$ cat src/rtl/relu_sched_if.sv
// Requester and result-stream handshake bundle for relu_sched.
// The DUT uses the slave modport; the requesters/consumer side uses master.
interface relu_sched_if #(
    parameter int unsigned LANES = 4,
    parameter int unsigned DW    = 12
);
    logic                  req0_valid;
    logic [LANES*DW-1:0]   req0_data;
    logic                  req0_ready;
    logic                  req1_valid;
    logic [LANES*DW-1:0]   req1_data;
    logic                  req1_ready;
    logic                  out_valid;
    logic [LANES*DW-1:0]   out_data;
    logic                  out_src;
    logic                  out_ready;

    modport slave (
        input  req0_valid, req0_data, req1_valid, req1_data, out_ready,
        output req0_ready, req1_ready, out_valid, out_data, out_src
    );

    modport master (
        output req0_valid, req0_data, req1_valid, req1_data, out_ready,
        input  req0_ready, req1_ready, out_valid, out_data, out_src
    );
endinterface

$ cat src/rtl/relu_sched.sv
// Round-robin scheduler feeding two MAC requesters through one shared 4-lane ReLu stage,
// returning tagged results via a 2-entry FIFO. Define RELU_SCHED_STATS_EN to add zero_cnt.
module relu_sched #(
    parameter int unsigned LANES = 4,
    parameter int unsigned DW    = 12,
    parameter int unsigned CNT_W = 8
) (
    input  logic                 clk,
    input  logic                 rst,
    input  logic                 cfg_start,
    input  logic [CNT_W-1:0]     cfg_num_vec,
    relu_sched_if.slave          bus,
    output logic [LANES*DW-1:0]  relu_y,
    input  logic [LANES*DW-1:0]  relu_z,
    output logic                 busy,
    output logic                 done
`ifdef RELU_SCHED_STATS_EN
    ,
    output logic [CNT_W+2:0]     zero_cnt
`endif
);
    localparam int unsigned VW = LANES * DW;

    typedef enum logic [1:0] {
        S_IDLE  = 2'd0,
        S_RUN   = 2'd1,
        S_DRAIN = 2'd2,
        S_DONE  = 2'd3
    } state_t;

    state_t             state;
    state_t             state_nx;
    logic [CNT_W-1:0]   num_vec;
    logic [CNT_W-1:0]   issued;
    logic               rr_ptr;
    logic               inflight;
    logic               src_q;
    logic [VW-1:0]      fifo_data [2];
    logic               fifo_src  [2];
    logic               rd_ptr;
    logic               wr_ptr;
    logic [1:0]         fifo_count;
    logic               pop;
    logic [2:0]         occ;
    logic               can_issue;
    logic               grant0;
    logic               grant1;

    // Slots committed after this cycle: FIFO plus in-flight minus what leaves now
    assign pop = bus.out_valid & bus.out_ready;
    assign occ = 3'(fifo_count) + 3'(inflight) - 3'(pop);

    assign bus.req0_ready = grant0;
    assign bus.req1_ready = grant1;
    assign bus.out_valid  = (fifo_count != 2'd0);
    assign bus.out_data   = fifo_data[rd_ptr];
    assign bus.out_src    = fifo_src[rd_ptr];
    assign busy           = (state != S_IDLE);
    assign done           = (state == S_DONE);

    always_ff @(posedge clk) begin
        if (rst) begin
            state <= S_IDLE;
        end else begin
            state <= state_nx;
        end
    end

    // Next state, issue decision and grant steering
    always_comb begin
        state_nx  = state;
        can_issue = 1'b0;
        grant0    = 1'b0;
        grant1    = 1'b0;
        relu_y    = '0;
        case (state)
            S_IDLE: begin
                if (cfg_start) begin
                    state_nx = (cfg_num_vec == '0) ? S_DONE : S_RUN;
                end
            end
            S_RUN: begin
                can_issue = (issued < num_vec) && (occ < 3'd2);
                if (issued == num_vec) begin
                    state_nx = S_DRAIN;
                end
            end
            S_DRAIN: begin
                if (!inflight && (fifo_count == 2'd0)) begin
                    state_nx = S_DONE;
                end
            end
            S_DONE: begin
                state_nx = S_IDLE;
            end
            default: begin
                state_nx = S_IDLE;
            end
        endcase
        if (can_issue) begin
            if (bus.req0_valid && bus.req1_valid) begin
                grant0 = ~rr_ptr;
                grant1 = rr_ptr;
            end else begin
                grant0 = bus.req0_valid;
                grant1 = bus.req1_valid;
            end
        end
        if (grant1) begin
            relu_y = bus.req1_data;
        end else if (grant0) begin
            relu_y = bus.req0_data;
        end
    end

    // Layer counters, arbitration pointer, in-flight slot and FIFO pointers
    always_ff @(posedge clk) begin
        if (rst) begin
            num_vec    <= '0;
            issued     <= '0;
            rr_ptr     <= 1'b0;
            inflight   <= 1'b0;
            src_q      <= 1'b0;
            rd_ptr     <= 1'b0;
            wr_ptr     <= 1'b0;
            fifo_count <= 2'd0;
        end else begin
            if ((state == S_IDLE) && cfg_start) begin
                num_vec <= cfg_num_vec;
                issued  <= '0;
            end else if (grant0 | grant1) begin
                issued <= issued + CNT_W'(1);
            end
            if (grant0 | grant1) begin
                rr_ptr <= ~grant1;
            end
            inflight <= grant0 | grant1;
            src_q    <= grant1;
            if (inflight) begin
                wr_ptr <= ~wr_ptr;
            end
            if (pop) begin
                rd_ptr <= ~rd_ptr;
            end
            fifo_count <= fifo_count + 2'(inflight) - 2'(pop);
        end
    end

    // Result storage; when full, a simultaneous pop frees the slot being written
    always_ff @(posedge clk) begin
        if (inflight && !rst) begin
            fifo_data[wr_ptr] <= relu_z;
            fifo_src[wr_ptr]  <= src_q;
        end
    end

`ifdef RELU_SCHED_STATS_EN
    localparam int unsigned ZW  = CNT_W + 3;
    localparam int unsigned ZSW = ZW + 1;
    localparam int unsigned ZLW = $clog2(LANES + 1);

    logic [ZLW-1:0] lane_zeros;
    logic [ZSW-1:0] zsum;

    always_comb begin
        lane_zeros = '0;
        for (int k = 0; k < int'(LANES); k++) begin
            if (relu_z[k*DW +: DW] == '0) begin
                lane_zeros = lane_zeros + ZLW'(1);
            end
        end
        zsum = {1'b0, zero_cnt} + ZSW'(lane_zeros);
    end

    // Zero-lane count of pushed vectors, saturating
    always_ff @(posedge clk) begin
        if (rst) begin
            zero_cnt <= '0;
        end else if ((state == S_IDLE) && cfg_start) begin
            zero_cnt <= '0;
        end else if (inflight) begin
            zero_cnt <= zsum[ZW] ? '1 : zsum[ZW-1:0];
        end
    end
`else
    // statistics counter not built
`endif

endmodule
$ cat src/flat_wrapper.sv
// flat-port wrapper written by rule: the top's interface ports become plain ports
module relu_sched_flat 
#(
    parameter int unsigned LANES = 4,
    parameter int unsigned DW    = 12,
    parameter int unsigned CNT_W = 8
)
  (clk, rst, cfg_start, cfg_num_vec, relu_y, relu_z, busy, done, bus_req0_valid, bus_req0_data, bus_req1_valid, bus_req1_data, bus_out_ready, bus_req0_ready, bus_req1_ready, bus_out_valid, bus_out_data, bus_out_src);
  relu_sched_if #(.LANES(LANES), .DW(DW)) bus_i ();
  input  logic clk;
  input  logic rst;
  input  logic cfg_start;
  input  logic [CNT_W-1:0] cfg_num_vec;
  output logic [LANES*DW-1:0] relu_y;
  input  logic [LANES*DW-1:0] relu_z;
  output logic busy;
  output logic done;
  input wire logic [$bits(bus_i.req0_valid)-1:0] bus_req0_valid;
  input wire logic [$bits(bus_i.req0_data)-1:0] bus_req0_data;
  input wire logic [$bits(bus_i.req1_valid)-1:0] bus_req1_valid;
  input wire logic [$bits(bus_i.req1_data)-1:0] bus_req1_data;
  input wire logic [$bits(bus_i.out_ready)-1:0] bus_out_ready;
  output wire logic [$bits(bus_i.req0_ready)-1:0] bus_req0_ready;
  output wire logic [$bits(bus_i.req1_ready)-1:0] bus_req1_ready;
  output wire logic [$bits(bus_i.out_valid)-1:0] bus_out_valid;
  output wire logic [$bits(bus_i.out_data)-1:0] bus_out_data;
  output wire logic [$bits(bus_i.out_src)-1:0] bus_out_src;
  assign bus_i.req0_valid = bus_req0_valid;
  assign bus_i.req0_data = bus_req0_data;
  assign bus_i.req1_valid = bus_req1_valid;
  assign bus_i.req1_data = bus_req1_data;
  assign bus_i.out_ready = bus_out_ready;
  assign bus_req0_ready = bus_i.req0_ready;
  assign bus_req1_ready = bus_i.req1_ready;
  assign bus_out_valid = bus_i.out_valid;
  assign bus_out_data = bus_i.out_data;
  assign bus_out_src = bus_i.out_src;
  relu_sched #(.LANES(LANES), .DW(DW), .CNT_W(CNT_W)) u_core (.clk(clk), .rst(rst), .cfg_start(cfg_start), .cfg_num_vec(cfg_num_vec), .bus(bus_i), .relu_y(relu_y), .relu_z(relu_z), .busy(busy), .done(done));
endmodule
$ cat config.mk
export PLATFORM = sky130hd
export DESIGN_NAME = relu_sched_flat
export DESIGN_NICKNAME = d
export VERILOG_FILES = /design/src/rtl/relu_sched_if.sv /design/src/rtl/relu_sched.sv /design/src/flat_wrapper.sv
export SDC_FILE = /design/constraint.sdc
export NUM_CORES = 1
export LEC_CHECK = 0
export ABC_AREA = 1
export BUFFER_PORTS_ARGS = -buffer_cell sky130_fd_sc_hd__buf_2
export CAP_MARGIN = 15
export CORE_ASPECT_RATIO = 1.25
export CORE_MARGIN = 3
export CORE_UTILIZATION = 35
export DETAILED_ROUTE_END_ITERATION = 10
export PLACE_DENSITY_LB_ADDON = 0.05
export SKIP_LAST_GASP = 1
export SLEW_MARGIN = 20
export SYNTH_ARGS = -nofsm -noshare
export SYNTH_HDL_FRONTEND = slang
export SYNTH_SLANG_ARGS = --single-unit
$ cat constraint.sdc
create_clock -name clk -period 11.45 [get_ports clk]
set_input_delay 1.7175 -clock clk [delete_from_list [all_inputs] [get_ports clk]]
set_output_delay 1.7175 -clock clk [all_outputs]
set_load 0.05 [all_outputs]
==> Yosys cells after proc, flatten, opt, wreduce, memory -nomap -nowiden <==
Memories as Yosys holds them, arrays and structs flattened. A register that Yosys moved wholly into a read port is not among the register bits.
Cells that the tools add are included.
{ "word_totals": {"ff_bits": 25, "latchBits": 0, "ramBits": 98, "romBits": 0, "inputBits": 158, "elab_cells": 63, "mem_count": 2} }
{ "memory_table": {"columns": ["name", "words", "word_bits", "read_ports", "rd_ports_with_merged_regs", "write_ports", "line", "source"], "rows": [
  ["u_core.fifo_data", 2, 48, 1, 1, 1, "relu_sched.sv:38", "logic [VW-1:0] fifo_data [2];"],
  ["u_core.fifo_src", 2, 1, 1, 1, 1, "relu_sched.sv:39", "logic fifo_src [2];"]
]} }
{ "op_classes": {"add_sub_neg": 5, "n_mul": 0, "div": 0, "magnitude_cmp": 2, "eq_ne": 7, "shift": 0, "n_mux": 18, "bitwise": 6, "reduce_logical": 14} }
{ "op_table": {"columns": ["op", "count"], "rows": [
  ["2-to-1 mux 48 bit", 2],
  ["2-to-1 mux 1 bit", 11],
  ["adder 8 x 1 -> 8 bit, second input constant", 1],
  ["== test 8 bit", 1],
  ["logical NOT 8 bit", 1],
  ["less-than comparator 8 bit", 1],
  ["2-to-1 mux 2 bit", 4],
  ["case mux 2 bit (4 select lines)", 1],
  ["logical AND 1 bit", 5],
  ["== test 2 bit, second input constant", 2],
  ["logical NOT 2 bit", 2],
  ["inequality test 2 x 1 -> 1 bit, second input constant", 2],
  ["NOT 1 bit", 4],
  ["nonzero test 2 bit", 2],
  ["adder 2 x 1 -> 3 bit", 1],
  ["less-than comparator 3 x 2 -> 1 bit, second input constant", 1],
  ["AND reduction 3 bit", 1],
  ["subtractor 3 x 1 -> 3 bit", 1],
  ["adder 2 x 1 -> 2 bit", 1],
  ["== test 2 x 1 -> 1 bit, second input constant", 1],
  ["logical NOT 1 bit", 2],
  ["inequality test 2 bit, second input constant", 1],
  ["OR reduction 2 bit", 1],
  ["subtractor 2 x 1 -> 2 bit", 1],
  ["other kinds (2)", 2]
]} }

==> Longest topological paths before layout <==
{ "logic_depth": {"depth_word": 9, "mapped_depth": 19, "depth_no_buf": 18} }

==> Least setup slack after synthesis <==
Ideal clock, no wire load.
{ "synth_path": {"path_type": "input port to output port", "start": "in bus_out_ready", "end": "out relu_y[38]", "arrival_time_ns": 4.110, "path_slack_ns": 5.623, "path_stages": 16, "path_cell_list": "nand2_1 > inv_1 > ha_1 > inv_1 > ha_1 > inv_1 > fa_1 > nand3_1 > nor2_1 > nand2_1 > nor2_4 > nand3_2 > inv_2 > buf_2 > nand2_1 > nand2_1"} }
{ "synth_lines": {"columns": ["item", "line", "source"], "rows": [
  ["start, declared", "flat_wrapper.sv:22", "input wire logic [$bits(bus_i.out_ready)-1:0] bus_out_ready;"],
  ["bitwise AND 1 bit", "relu_sched.sv:50", "assign pop = bus.out_valid & bus.out_ready;"],
  ["named net u_core.pop", "relu_sched.sv:43", "logic pop;"],
  ["subtractor 3 x 1 -> 3 bit", "relu_sched.sv:51", "assign occ = 3'(fifo_count) + 3'(inflight) - 3'(pop);"],
  ["less-than comparator 3 x 2 -> 1 bit", "relu_sched.sv:83", "can_issue = (issued < num_vec) && (occ < 3'd2);"],
  ["logical AND 1 bit", "relu_sched.sv:83", null],
  ["2-to-1 mux 1 bit", "relu_sched.sv:76", "case (state)"],
  ["2-to-1 mux 1 bit", "relu_sched.sv:100", "if (can_issue) begin"],
  ["named net bus_req1_ready", "flat_wrapper.sv:24", "output wire logic [$bits(bus_i.req1_ready)-1:0] bus_req1_ready;"],
  ["2-to-1 mux 48 bit", "relu_sched.sv:109", "if (grant1) begin"],
  ["end, declared", "flat_wrapper.sv:14", "output logic [LANES*DW-1:0] relu_y;"]
]} }
The timed path passes the listed nets, and every way through them passes these cells.

==> Worst setup path after layout <==
{ "layout_path": {"start": "in bus_out_ready", "end": "out relu_y[17]"} }
{ "layout_between": {"elab_chain_cells": 8} }
{ "layout_rtl": {"columns": ["item", "line", "source"], "rows": [
  ["bitwise AND 1 bit (*)", "relu_sched.sv:50", null],
  ["named net u_core.pop", "relu_sched.sv:43", null],
  ["subtractor 3 x 1 -> 3 bit (*)", "relu_sched.sv:51", null],
  ["less-than comparator 3 x 2 -> 1 bit (*)", "relu_sched.sv:83", null],
  ["logical AND 1 bit (*)", "relu_sched.sv:83", null],
  ["2-to-1 mux 1 bit (*)", "relu_sched.sv:76", null],
  ["2-to-1 mux 1 bit", "relu_sched.sv:100", null],
  ["2-to-1 mux 48 bit", "relu_sched.sv:111", "end else if (grant0) begin"],
  ["2-to-1 mux 48 bit (*)", "relu_sched.sv:109", null]
]} }
Mark *: on every way through the listed nets, which the timed path passes. The rest lies on a longest branch.

==> summary.txt <==
Status
  – Outcome: complete, no violations

Detailed routing
  – Initial DRC count: between 150 and 200
  – Detailed-router iteration count before antenna repair: 6
  – Antenna Violating Nets Remaining: 0
  – Residual DRC count: 0
  – Avg Vias per Cell: 4.54
  – WL/cell: 14.4 um
  – Total wire length: 14.2 mm
  – Total vias in the final route: ~4500

Synth
  – Synth cell types: 27
  – Gate Count Post-Synth: around 510
  – FF+latch count, synth: 124
  – Syn avg cell area: 11.0 sq um
  – Number of flops mapped to enable cells by yosys: 98
  – Mapped Nets: about 680
  – Main flop type after synthesis: edfxtp_1
  – Post-Syn Area: 5570 sq um
  – Synth warn: 0
  – Synth async-reset ratio: 0
  – Seq/Total Area, Yosys: 0.622

Run
  – MaxCap Viol Count: 0

Cells and area
  – Commonest non-fill, non-tap cell in the layout: buf_2
  – Multi-input logic area: 1890 sq um
  – Most frequent cells in the layout: 259 x buf_2, 176 x nand2_1, 98 x edfxtp_1
  – Antenna cell count: 0
  – Fill count: 1465
  – Nets: between 900 and 1000
  – Layout cells sized above 1: 0.451
  – Register area: 3460 sq um
  – Area grow syn2layout: 38.0%

Min path
  – Type of the tightest min-delay check: register to register

Timing
  – Worst relative slew slack: 0.496
  – Final period util: 0.549
  – Final Setup Violations: 0
  – RSZ-0062 raised after global routing: false
  – Fmax: 159 MHz
  – Slew Limit Fails: 0
  – Setup Skew: about 0.0081 ns
  – Hold slack: 0.430 ns
  – Setup tns final: 0 ns
  – Final hold vios: 0
  – Tmin final: 6.29 ns
  – Measured slew at the worst slew-check pin: approximately 0.76 ns

Clocking
  – CTS clk-pin slew, worst paths: 0.05 ns
  – Total CTS buffers: 17
  – Post-CTS sizing: 0
  – Clock Path Buffers: 2
  – CTS tree: done
  – Post-CTS setup buffers: 0
  – Clk sink count: 124
  – Cts hold-fix bufs: 0
  – CTS root buffer: clkbuf_16
  – H-tree Lvls: 4
  – Worst-skew pair later-pin latency: 0.40 ns

Die
  – CORE AREA: roughly 15000 sq um
  – Rows: 50
  – Die width: ~120 um
  – Initial core utilization: 0.365
  – Total die area: ~17000 sq um
  – Num ports: 260
  – Die H: between 100 and 150 um

Global route
  – Vias in the first global route: 4657
  – First-pass GRT wire length: 22.3 mm
  – GRT Residual Overflow: 0
  – Initial antenna violation count: 0
  – Gr usage total: 0.162
  – Largest net degree at the start of global routing: 51

Worst setup path
  – Element type at the critical path start: input pin
  – Worst EP arrival: between 4 and 5 ns
  – Required @ worst endpoint: between 9 and 10 ns
  – Worst setup EP type: output pin
  – Worst Path Max Fanout: 49
  – Crit path kind: input pin to output pin

Place
  – DPL Wire Length: 10.9 mm
  – Placer congestion estimate: 0.906
  – IO Port Bufs: 259

Power
  – Power per cell area: roughly 250 nW/um^2
  – Maximum vdd ir drop: 0.000105 V
  – Leakage Power: about 3.5 nW
metrics by stage:
step	util	instances	worst slack, ns	area (sq um)	total power [W]
3_5_place_dp	0.463	958	5.12	7060	0.00135
4_1_cts	0.503	989	5.12	7680	0.00191
2_1_floorplan	-	506	5.62	5570	0.00118
3_3_place_gp	0.463	958	5.15	7060	0.00135
6_report	0.503	989	5.16	7680	0.00189
5_1_grt	0.503	989	4.84	7680	0.00200
power breakdown:
group | total [W] | internal (W) | leakage, nW | switching, W
combinational | 0.000775 | 0.000206 | 2.14 | 0.000570
clock | 0.000553 | 0.000364 | 0.305 | 0.000189
sequential | 0.000561 | 0.000530 | 1.10 | 0.0000310
cells by family after synthesis:
| family | Yosys count | share of synthesized area |
|---|---|---|
| and+or+nand+nor | 224 | 0.159 |
| DFF | 124 | 0.622 |
| buffers and inverters | 51 | 0.0398 |
| muxes | 49 | 0.0991 |
| AOI/OAI and AO/OA | 37 | 0.0342 |
| adders and majority gates | 17 | 0.0396 |
| xor gates and xnor gates | 4 | 0.00629 |
critical path: stages:
cell	delay, ns
buf_2	0.10
nand2_1	0.05
inv_1	0.07
ha_1	0.29
inv_1	0.05
ha_1	0.12
inv_1	0.04
fa_1	0.50
nand3_1	0.08
nor2_1	0.09
nand2_1	0.09
nor2_4	0.12
nand3_2	0.13
inv_2	0.57
nand2_1	0.10
nand2_1	0.15
buf_2	0.29
path summary, 6_finish.rpt:
| check | from | end | slack (ns) | cells past startpoint |
|---|---|---|---|---|
| max | bus_out_ready | relu_y[17] | 5.16 | 17 |
| min | u_core.src_q | u_core.fifo_src[0] | 0.43 | 0 |
| max reg2reg | u_core.fifo_count[1] | u_core.rr_ptr | 8.52 | 17 |
| min reg2reg | u_core.src_q | u_core.fifo_src[0] | 0.43 | 0 |
registers in the layout (all words and copies together) (netlist names), named ones only:
name	count
u_core.fifo_count	2
u_core.fifo_data	96
u_core.fifo_src	2
u_core.inflight	1
u_core.issued	8
u_core.num_vec	8
u_core.rd_ptr	1
u_core.rr_ptr	1
u_core.src_q	1
u_core.state	2
u_core.wr_ptr	1
area by class of cell:
class | instances | share of cell area
repair buffers | 262 | 0.172
flip-flops and latches | 124 | 0.451
clock inverters | 14 | 0.0254
inverters | 33 | 0.0161
clock buffers | 17 | 0.0554
well taps | 208 | 0.0339
multi-input cells | 331 | 0.246
metal layers:
| metal | routed length [um] | global-route usage |
|---|---|---|
| met5 | 0 | 0 |
| met4 | 438 | 0.0701 |
| met3 | 865 | 0.0458 |
| met2 | 7770 | 0.310 |
| met1 | 5120 | 0.162 |
synth_stat cells (2+ instances only):
cell,instances,area [sq um]
a21oi_1,18,90.1
clkbuf_1,3,11.3
nor2_1,33,124
nand3_1,4,20.0
nand3_2,2,20.0
mux2_2,49,552
nor4_1,2,12.5
nor3_1,2,10.0
nand2_1,176,661
inv_1,30,113
buf_6,2,22.5
dfxtp_1,26,521
ha_1,16,200
buf_2,12,60.1
xor2_1,4,35.0
edfxtp_1,98,2940
o21ai_0,17,85.1
inv_2,3,11.3
No activity file was read; power rests on OpenSTA's default activity.
